$ cat src/rtl/mac_pkg.sv
// mac_pkg: shared MAC widths and the result/entry types used by the MAC pipeline and its collector.
package mac_pkg;
    localparam int MAC_ACC_W  = 32;
    localparam int MAC_OPND_W = 8;
    typedef logic signed [MAC_ACC_W-1:0] mac_result_t;
    typedef struct packed {
        mac_result_t data;
        logic        last;
    } collector_entry_t;
endpackage

$ cat src/rtl/mac_result_collector_if.sv
// mac_result_collector_if: result input stream, downstream valid/ready port and status/control of the collector.
interface mac_result_collector_if import mac_pkg::*; #(
    parameter int DATA_W = MAC_ACC_W,
    parameter int DEPTH  = 8
);
    localparam int CNT_W = $clog2(DEPTH) + 1;
    logic                     in_valid;
    logic signed [DATA_W-1:0] in_data;
    logic                     m_valid;
    logic                     m_ready;
    logic signed [DATA_W-1:0] m_data;
    logic                     m_last;
    logic [CNT_W-1:0]         count;
    logic                     overflow;
    logic                     clr_ovf;
    modport master (
        output in_valid, in_data, m_ready, clr_ovf,
        input  m_valid, m_data, m_last, count, overflow
    );
    modport slave (
        input  in_valid, in_data, m_ready, clr_ovf,
        output m_valid, m_data, m_last, count, overflow
    );
endinterface

$ cat src/rtl/sync_fifo.sv
// sync_fifo: single-clock FIFO over an arbitrary entry type; the caller must not push when full without popping.
module sync_fifo #(
    parameter type T     = logic [7:0],
    parameter int  DEPTH = 8
) (
    input  logic                   clk,
    input  logic                   rst,
    input  logic                   push_i,
    input  logic                   pop_i,
    input  T                       wdata_i,
    output T                       rdata_o,
    output logic                   full_o,
    output logic                   empty_o,
    output logic [$clog2(DEPTH):0] count_o
);
    localparam int AW = $clog2(DEPTH);
    T              mem_q [DEPTH];
    logic [AW-1:0] wr_q, wr_d, rd_q, rd_d;
    logic [AW:0]   cnt_q, cnt_d;
    always_comb begin
        wr_d  = push_i ? wr_q + 1'b1 : wr_q;
        rd_d  = pop_i ? rd_q + 1'b1 : rd_q;
        cnt_d = (push_i && !pop_i) ? cnt_q + 1'b1 : (pop_i && !push_i) ? cnt_q - 1'b1 : cnt_q;
    end
    always_ff @(posedge clk) begin
        if (rst) begin
            wr_q  <= '0;
            rd_q  <= '0;
            cnt_q <= '0;
        end else begin
            wr_q  <= wr_d;
            rd_q  <= rd_d;
            cnt_q <= cnt_d;
        end
    end
    always_ff @(posedge clk) begin
        if (push_i && !rst)
            mem_q[wr_q] <= wdata_i;
    end
    assign rdata_o = mem_q[rd_q];
    assign full_o  = cnt_q == (AW+1)'(DEPTH);
    assign empty_o = cnt_q == '0;
    assign count_o = cnt_q;
endmodule

$ cat src/rtl/mac_result_collector.sv
// mac_result_collector: buffers the unthrottled MAC result stream and replays it on valid/ready with frame tags.
// Optional COLLECTOR_SAT_EN: store (in_data >>> SHIFT) clamped to the signed operand range instead of in_data.
module mac_result_collector import mac_pkg::*; #(
    parameter int DATA_W    = MAC_ACC_W,
    parameter int DEPTH     = 8,
    parameter int FRAME_LEN = 4,
    parameter int SHIFT     = 0
) (
    input  logic                 clk,
    input  logic                 rst,
    mac_result_collector_if.slave bus
);
    localparam int PW = (FRAME_LEN > 1) ? $clog2(FRAME_LEN) : 1;
    typedef struct packed {
        logic signed [DATA_W-1:0] data;
        logic                     last;
    } entry_t;
    entry_t                   wentry, head;
    logic                     full, empty, push, pop, drop, last_pos;
    logic [PW-1:0]            pos_q, pos_d;
    logic                     ovf_q, ovf_d;
    logic signed [DATA_W-1:0] wdata;
    assign pop      = !empty && bus.m_ready;
    assign push     = bus.in_valid && (!full || pop);
    assign drop     = bus.in_valid && !push;
    assign last_pos = pos_q == PW'(FRAME_LEN - 1);
`ifdef COLLECTOR_SAT_EN
    localparam logic signed [DATA_W-1:0] SAT_HI = DATA_W'((1 << (MAC_OPND_W - 1)) - 1);
    localparam logic signed [DATA_W-1:0] SAT_LO = DATA_W'(-(1 << (MAC_OPND_W - 1)));
    logic signed [DATA_W-1:0] shifted;
    assign shifted = bus.in_data >>> SHIFT;
    assign wdata   = (shifted > SAT_HI) ? SAT_HI : (shifted < SAT_LO) ? SAT_LO : shifted;
`else
    logic [31:0] unused_shift;
    assign unused_shift = SHIFT;
    assign wdata        = bus.in_data;
`endif
    // Dropped results neither advance the frame position nor escape the sticky flag; set beats clear.
    always_comb begin
        pos_d  = push ? (last_pos ? '0 : pos_q + 1'b1) : pos_q;
        ovf_d  = drop ? 1'b1 : bus.clr_ovf ? 1'b0 : ovf_q;
        wentry = '{data: wdata, last: last_pos};
    end
    always_ff @(posedge clk) begin
        if (rst) begin
            pos_q <= '0;
            ovf_q <= 1'b0;
        end else begin
            pos_q <= pos_d;
            ovf_q <= ovf_d;
        end
    end
    sync_fifo #(
        .T     (entry_t),
        .DEPTH (DEPTH)
    ) u_fifo (
        .clk     (clk),
        .rst     (rst),
        .push_i  (push),
        .pop_i   (pop),
        .wdata_i (wentry),
        .rdata_o (head),
        .full_o  (full),
        .empty_o (empty),
        .count_o (bus.count)
    );
    assign bus.m_valid  = !empty;
    assign bus.m_data   = empty ? '0 : head.data;
    assign bus.m_last   = !empty && head.last;
    assign bus.overflow = ovf_q;
endmodule

$ cat src/flat_wrapper.sv
// flat-port wrapper written by rule: the top's interface ports become plain ports
module mac_result_collector_flat import mac_pkg::*;
#(
    parameter int DATA_W    = MAC_ACC_W,
    parameter int DEPTH     = 8,
    parameter int FRAME_LEN = 4,
    parameter int SHIFT     = 0
)
  (clk, rst, bus_in_valid, bus_in_data, bus_m_ready, bus_clr_ovf, bus_m_valid, bus_m_data, bus_m_last, bus_count, bus_overflow);
  mac_result_collector_if #(.DATA_W(DATA_W), .DEPTH(DEPTH)) bus_i ();
  input  logic clk;
  input  logic rst;
  input wire logic [$bits(bus_i.in_valid)-1:0] bus_in_valid;
  input wire logic [$bits(bus_i.in_data)-1:0] bus_in_data;
  input wire logic [$bits(bus_i.m_ready)-1:0] bus_m_ready;
  input wire logic [$bits(bus_i.clr_ovf)-1:0] bus_clr_ovf;
  output wire logic [$bits(bus_i.m_valid)-1:0] bus_m_valid;
  output wire logic [$bits(bus_i.m_data)-1:0] bus_m_data;
  output wire logic [$bits(bus_i.m_last)-1:0] bus_m_last;
  output wire logic [$bits(bus_i.count)-1:0] bus_count;
  output wire logic [$bits(bus_i.overflow)-1:0] bus_overflow;
  assign bus_i.in_valid = bus_in_valid;
  assign bus_i.in_data = bus_in_data;
  assign bus_i.m_ready = bus_m_ready;
  assign bus_i.clr_ovf = bus_clr_ovf;
  assign bus_m_valid = bus_i.m_valid;
  assign bus_m_data = bus_i.m_data;
  assign bus_m_last = bus_i.m_last;
  assign bus_count = bus_i.count;
  assign bus_overflow = bus_i.overflow;
  mac_result_collector #(.DATA_W(DATA_W), .DEPTH(DEPTH), .FRAME_LEN(FRAME_LEN), .SHIFT(SHIFT)) u_core (.clk(clk), .rst(rst), .bus(bus_i));
endmodule
$ cat config.mk
export PLATFORM = sky130hd
export DESIGN_NAME = mac_result_collector_flat
export DESIGN_NICKNAME = d
export VERILOG_FILES = /design/src/rtl/mac_pkg.sv /design/src/rtl/mac_result_collector_if.sv /design/src/rtl/sync_fifo.sv /design/src/rtl/mac_result_collector.sv /design/src/flat_wrapper.sv
export SDC_FILE = /design/constraint.sdc
export NUM_CORES = 1
export LEC_CHECK = 0
export CELL_PAD_IN_SITES_DETAIL_PLACEMENT = 0
export CELL_PAD_IN_SITES_GLOBAL_PLACEMENT = 1
export CORE_MARGIN = 5
export CORE_UTILIZATION = 45
export CTS_CLUSTER_DIAMETER = 60
export CTS_CLUSTER_SIZE = 24
export DETAILED_ROUTE_END_ITERATION = 10
export PLACE_DENSITY_LB_ADDON = 0.1
export SLEW_MARGIN = 20
export SYNTH_ARGS = -nofsm -noshare
export SYNTH_HDL_FRONTEND = slang
export SYNTH_SLANG_ARGS = --single-unit
export TNS_END_PERCENT = 10
$ cat constraint.sdc
create_clock -name clk -period 10.1 [get_ports clk]
set_input_delay 2.02 -clock clk [delete_from_list [all_inputs] [get_ports clk]]
set_output_delay 2.02 -clock clk [all_outputs]
set_load 0.02 [all_outputs]
==> metrics.md <==
| Metric | Value |
|---|---|
| FP Rows | 56 |
| Syn Area/Cell | 21.3 sq um |
| WP data required | roughly 8.1 ns |
| Syn nets | about 550 |
| Final wirelength | 20,800 microns |
| First-pass GRT wire length | 31,900 microns |
| Clock Tree Root | clkbuf_16 |
| Die area | 27,300 sq um |
| CTS tree | done |
| CTS sink count | 280 |
| P_sw | between 800 and 900 uW |
| Initial antenna violation count | 1 |
| Die width | 165 microns |
| Die H | 165 microns |
| Clock Latency Late Sink | 0.50 ns |
| Pin count of the biggest net entering global routing | between 60 and 70 |
| Worst path cell trace | buf_4 > mux4_2 > mux2i_1 > nor2_1 > clkdlybuf4s50_1 |
| Post-CTS Setup Repair Bufs | 0 |
| Fmax | 183 MHz |
| Number of flops mapped to enable cells by yosys | 264 |
| Register area share after synthesis | 76.1% |
| Clock skew | 0.0102 ns |
| Crit Path Category | flop to primary output |
| Post-CTS Resized | 0 |
| Via count of the first global-routing pass | 5,368 |
| Rel. slew slack | between 30% and 40% |
| Ys async rst share | 0% |
| Critical path startpoint category | flop |
| Crit path DAT | 3.45 ns |
| Initial DRC count | 303 |
| GP Congestion | 0.690 |
| Number of fill cells | 1,853 |
| Main synth FF type | edfxtp_1 |
| Total gr overflow | 0 |
| Outcome | completed |
| Leak | 0.00387 uW |
| Yosys reg bits | 280 |
| Hold Path Class | flop to flop |
| Starting Density | between 40% and 50% |
| N_diodes | 0 |
| Hold Violations, Final | 0 |
| Share of total power in combinational logic | between 20 and 30% |
| Final worst-path cycle share | between 50% and 60% |
| Fraction of layout cells with a size suffix above 1 | 21.6% |
| Pre-Repair DR Iteration Count | 4 |
| Final routed DRC violation total | 0 |
| Max Buffers Root-to-Sink | 3 |
| Cell internal pwr | 2120 uW |
| Peak VDD IR | roughly 160 uV |
| Global-route usage over all layers | 15.6% |
| Synth unique cells | 35 |
| Fin crit period | about 5.5 ns |
| Synth Cell Area | 10,800 sq um |
| IO buf count | 75 |
| Clk pwr share | a little over a quarter |
| Setup TNS Final | 0 ns |
| Switching Share | 29.2% |
| Fin. max-slew vios | 0 |
| Slowest cell on crit path | buf_4 |
| Final antenna-violating net count | 0 |
| Boundary Pins | 76 |
| Pwr dens | about 240 nW/um^2 |
| RSZ-0062 raised after global routing | no |
| Max Cap Viol | 0 |
| Final setup fails | 0 |
| Number of synthesis warnings | 0 |
| Slew @ Worst Pin | roughly 1.0 ns |
| Fin nets | 638 |
| Dpl hpwl | 11,200 microns |
| Slowest cell delay on critical path | ~0.79 ns |
| Core Area | 23,600 sq um |
| Area Overhead vs Synth | 16.5% |
| Total CTS buffers | 19 |
| Critical Path Sink Type | primary output |
| Seq pwr share | 46.4% |
| Routed vias | 4,964 |
| CTS clock-pin slew for the worst setup and hold paths | 0.08 ns |
| Post-CTS Hold Buffers | 0 |
| DR vias/cell | 5.37 |
| Htree depth | 1 |
| Mapped Cells | just over 500 |
| Final core utilization | between 50% and 60% |
| WL per Instance | approximately 22 microns |
| Crit-path max FO | 41 |
[state kept, by name (all words and copies together), names as in the netlist, named ones only]
name	flops
u_core.u_fifo.wr_q	3
u_core.u_fifo.count_o	4
u_core.u_fifo.mem_q	264
u_core.pos_q	2
u_core.bus.overflow	1
u_core.u_fifo.rd_q	3
[cells in the final DEF, fill, tap and decap left out, drive strengths merged, types with 3 or more instances in the layout]
| master | instances |
|---|---|
| mux4 | 66 |
| buf | 14 |
| nor2 | 52 |
| clkbuf | 20 |
| xor2 | 4 |
| dfxtp | 16 |
| clkdlybuf4s50 | 75 |
| clkinv | 4 |
| nor3 | 3 |
| mux2i | 34 |
| nand3 | 3 |
| ha | 6 |
| edfxtp | 264 |
| inv | 9 |
| nand2 | 10 |
| a21oi | 7 |
[kinds of logic after synthesis]
kind of cell / synth area share (%)
multiplexers: 17.0
flip-flops: 76.1
XOR/XNOR: 0.624
AO/OA/AOI/OAI: 0.670
AND/OR/NAND/NOR: 3.16
adder cells (fa/ha/maj): 0.878
buffers and inverters: 1.56
[final timing paths]
check                            from                        to  slack [ns]  cells past startpoint
max                              flop                bus_m_last        4.63                      5
min reg2reg     u_core.u_fifo.rd_q[1]                      flop        0.48                      2
min             u_core.u_fifo.rd_q[1]                      flop        0.48                      2
max reg2reg  u_core.u_fifo.count_o[0]  u_core.u_fifo.count_o[3]        6.78                     11
[cell type report]
class	count	area (sq um)	area share, %
clock inverter	13	146	1.16
multi-input combinational	201	2470	19.5
inverter	3	13.8	0.109
sequential	280	8260	65.4
timing repair buffer	89	856	6.78
clock buffer	20	479	3.80
tap	319	399	3.16
[critical path: cells and delay by family, from the launching register on]
family	cells	cell delay (ns)
AND/OR/NAND/NOR	1	0.09
multiplexers	2	0.76
flip-flops	1	0.71
buffers and inverters	2	1.38
[synthesized netlist by cell type, types with 2 or more instances]
cell type	n	share of area [%]
or3_1	2	0.12
nor2b_1	2	0.12
edfxtp_1	264	73
nand2_1	8	0.28
mux4_2	66	14
a21oi_1	7	0.32
nand3_1	3	0.14
xor2_1	3	0.24
mux2i_1	34	3.1
clkbuf_1	6	0.21
dfxtp_1	16	3.0
nor2_1	51	1.8
buf_6	6	0.62
ha_1	6	0.69
nor3_1	3	0.14
buf_2	13	0.60
[metrics by stage]
step / worst slack (ns) / hold slack (ns) / cells / cell area [sq um] / power, uW
2_1_floorplan: 3.79 / 0.440 / 509 / 10800 / 1960
3_3_place_gp: 5.03 / 0.448 / 892 / 12000 / 2240
3_5_place_dp: 5.04 / 0.467 / 892 / 12000 / 2250
4_1_cts: 4.48 / 0.479 / 925 / 12600 / 3040
5_1_grt: 4.29 / 0.508 / 925 / 12600 / 3140
6_report: 4.63 / 0.478 / 925 / 12600 / 2990
[power groups by stage]
stage | Clock, uW | Combinational [uW] | Sequential (uW)
2_1_floorplan | 0 | 593 | 1360
3_5_place_dp | 0 | 826 | 1420
5_1_grt | 865 | 879 | 1400
3_3_place_gp | 0 | 820 | 1420
4_1_cts | 819 | 829 | 1390
6_report | 793 | 809 | 1390
[layer usage]
| layer | up-vias | track usage (%) | share of wire (%) |
|---|---|---|---|
| met1 | 2620 | 21.7 | 44 |
| li1 | 2229 | - | - |
| met3 | 27 | 2.38 | 4.0 |
| met5 | - | 0 | 0.063 |
| met2 | 86 | 26.7 | 50 |
| met4 | 2 | 2.95 | 1.4 |
(Power assumes the default switching activity.)
==> patch: new RTL, config.mk and constraints unchanged <==
Make the reset (`rst`) asynchronous in 2 clocked blocks.
--- a/src/rtl/sync_fifo.sv
+++ b/src/rtl/sync_fifo.sv
@@ -22,7 +22,7 @@
         rd_d  = pop_i ? rd_q + 1'b1 : rd_q;
         cnt_d = (push_i && !pop_i) ? cnt_q + 1'b1 : (pop_i && !push_i) ? cnt_q - 1'b1 : cnt_q;
     end
-    always_ff @(posedge clk) begin
+    always_ff @(posedge clk or posedge rst) begin
         if (rst) begin
             wr_q  <= '0;
             rd_q  <= '0;
--- a/src/rtl/mac_result_collector.sv
+++ b/src/rtl/mac_result_collector.sv
@@ -41,7 +41,7 @@
         ovf_d  = drop ? 1'b1 : bus.clr_ovf ? 1'b0 : ovf_q;
         wentry = '{data: wdata, last: last_pos};
     end
-    always_ff @(posedge clk) begin
+    always_ff @(posedge clk or posedge rst) begin
         if (rst) begin
             pos_q <= '0;
             ovf_q <= 1'b0;
Function: differs if rst is asserted again (counterexample within 4 cycles, from zero or initial values and one cycle with rst high); with rst held inactive, the same outputs for 4 cycles.
==> patch against the unedited design <==
  * Sequential cell count is 3 lower
  * Largest power group unchanged
  * Total power grew 16%
  * Setup slack got worse by 0.11 ns
  * Die area shrank 1.6%
  * Final area decreased by 2.0%
  * Area after synthesis shrank 1.7%
  * Largest cell class unchanged
  * Worst hold slack gained 0.045 ns
  * Critical endpoint is now bus_m_data[0]
  * Routed wire length up 0.86%
  * Count of clock-buffer cells in the layout fell by 1
  * Clock skew grew 0.010 ns
==> patch: results (changes against the unedited design) <==
[worst_hold_path]
holdCritStartpoint = u_core.pos_q[1]$_DFFE_PP0N_  ; was u_core.u_fifo.rd_q[1]$_SDFFE_PP0N_
hold_class = flop to flop  ; unchanged

[status]
status = completed  ; unchanged

[drt]
top_layer_used = met5  ; unchanged
wl_met1_um = 9460  ; was 9150 µm
routed-wl-met3_um = 789  ; was 822 µm
wl_met2_um = 10400  ; was 10500 µm
drt_wl_total_um = 20900  ; was 20800 µm
route.vias.total = 4886  ; was 4964
wl_per_cell_um = 24.0  ; was 22.4 µm
drt_iter0_drc = 375  ; was 303

[global_route]
grt_pass1_vias = 5369  ; was 5368
grtUsageMet2_pct = 26.8  ; was 26.7%
grtUsageMet1_pct = 22.5  ; was 21.7%
grt_pass1_wl_um = 32300  ; was 31900 µm
antenna_found_initial = 2  ; was 1
track_usage_pct = 16.0  ; was 15.6%
grt_max_degree = 69  ; was 67
use_met3_pct = 2.36  ; was 2.38%

[timing]
slew_headroom_pct = 29.3  ; was 31.8%
drv_slew = 0  ; unchanged
clock_skew_ns = 0.0204  ; was 0.0102 ns

[cells_and_area]
post-route-util_pct = 52.8  ; was 53.4%
layout-drive-gt1-share_pct = 21.9  ; was 21.6%
largest_register_ffs = 264  ; unchanged
fillers = 1862  ; was 1853
nets = 586  ; was 638

[cts]
cts.clk_slew.worst_paths_ns = 0.08  ; about the same
cts_buffer_depth = 3  ; unchanged
cts.repair.resized = 0  ; unchanged
cts_buffers = 18  ; was 19

[logic_synthesis]
synth_async_sr_flop_share_pct = 4.69  ; was 0%
syn_nets = 507  ; was 553
yosysSeqAreaShare_pct = 77.5  ; was 76.1%
synth.area.top_cells = edfxtp_1 (74%), mux4_2 (14%), dfrtp_1 (3.1%)  ; was edfxtp_1 (73%), mux4_2 (14%), mux2i_1 (3.1%)
synthCells = 463  ; was 509
synthTopCellsByCount = edfxtp_1 (264), mux4_2 (66), a22o_1 (33), dfrtp_1 (13)  ; was edfxtp_1 (264), mux4_2 (66), nor2_1 (51), mux2i_1 (34), dfxtp_1 (16)
ys_types = 35  ; unchanged

[place]
place_area_um2 = 11800  ; was 12000 µm²
gp_congestion = 0.732  ; was 0.690
io_buffers = 75  ; unchanged
dp_hpwl_um = 11000  ; was 11200 µm
dpl_worst_slack_ns = 4.94  ; was 5.04 ns
dp_cells = 841  ; was 892

[power]
p_sw_share_pct = 31.8  ; was 29.2%
power.leakage_nw = 3.90  ; was 3.87 nW
vdd_drop_max_v = 0.000139  ; was 0.000164 V

[setup_path]
max_stage_delay_ns = 0.95  ; was 0.79 ns
r2r-start = u_core.u_fifo.count_o[0]$_DFFE_PP0P_  ; was u_core.u_fifo.count_o[0]$_SDFFE_PP0P_
worstPathArrival_ns = 3.56  ; was 3.45 ns
worstPathMaxFanout = 37  ; was 41
cp_top_family = buffers and inverters  ; unchanged
cp_slowest_cell = dfrtp_4  ; was buf_4
startpoint = u_core.u_fifo.rd_q[0]$_DFFE_PP0P_

==> patch: changes by cell type after synthesis, sizes merged, moves of 4 or more <==
cell,before,now
xnor2,2,6
a21oi,7,1
xor2,4,0
nor2,52,4
dfrtp,0,13
mux2,1,5
mux2i,34,1
dfxtp,16,0
a22o,0,33
nand2,10,4
==> patch: worst paths after layout <==
kind / to / slack [ns] / cells past startpoint
hold / removal: u_core.pos_q[1]$_DFFE_PP0N_ / 0.52 / 1
setup reg to reg: u_core.u_fifo.count_o[3]$_DFFE_PP0P_ / 6.96 / 9
min in group asynchronous: u_core.bus.overflow$_DFFE_PP0P_ / 1.98 / 2
max in group asynchronous: u_core.u_fifo.rd_q[0]$_DFFE_PP0P_ / 7.69 / 2
hold reg to reg: u_core.pos_q[1]$_DFFE_PP0N_ / 0.52 / 1
setup / recovery: bus_m_data[0] / 4.52 / 4
==> patch: cells by family (layout without fill, tap and decap cells) <==
logic type,Yosys count,in the layout,share of synthesized area (%)
flops,277,277,77.5
mux,72,72,14.6
xor+xnor,6,6,0.494
fa+ha+maj,7,7,0.893
compound gates,42,42,3.35
simple gates,28,28,1.46
buf+inv,31,121,1.68
==> patch: power by group through the flow <==
| stage | sequential (mW) | combinational, mW | clock [mW] |
|---|---|---|---|
| after floorplan | 1.45 | 0.862 | 0 |
| after global placement | 1.55 | 1.19 | 0 |
| after detailed placement | 1.56 | 1.20 | 0 |
| after CTS | 1.54 | 1.20 | 0.780 |
| after global routing | 1.55 | 1.27 | 0.825 |
| final | 1.53 | 1.18 | 0.758 |
==> patch: area by class of cell <==
class,instances,area share (%)
flip-flops and latches,277,66.8
multi-input cells,155,18.4
repair buffers,85,6.68
clock buffers,19,3.67
well taps,319,3.23
clock inverters,12,1.12
inverters,5,0.152
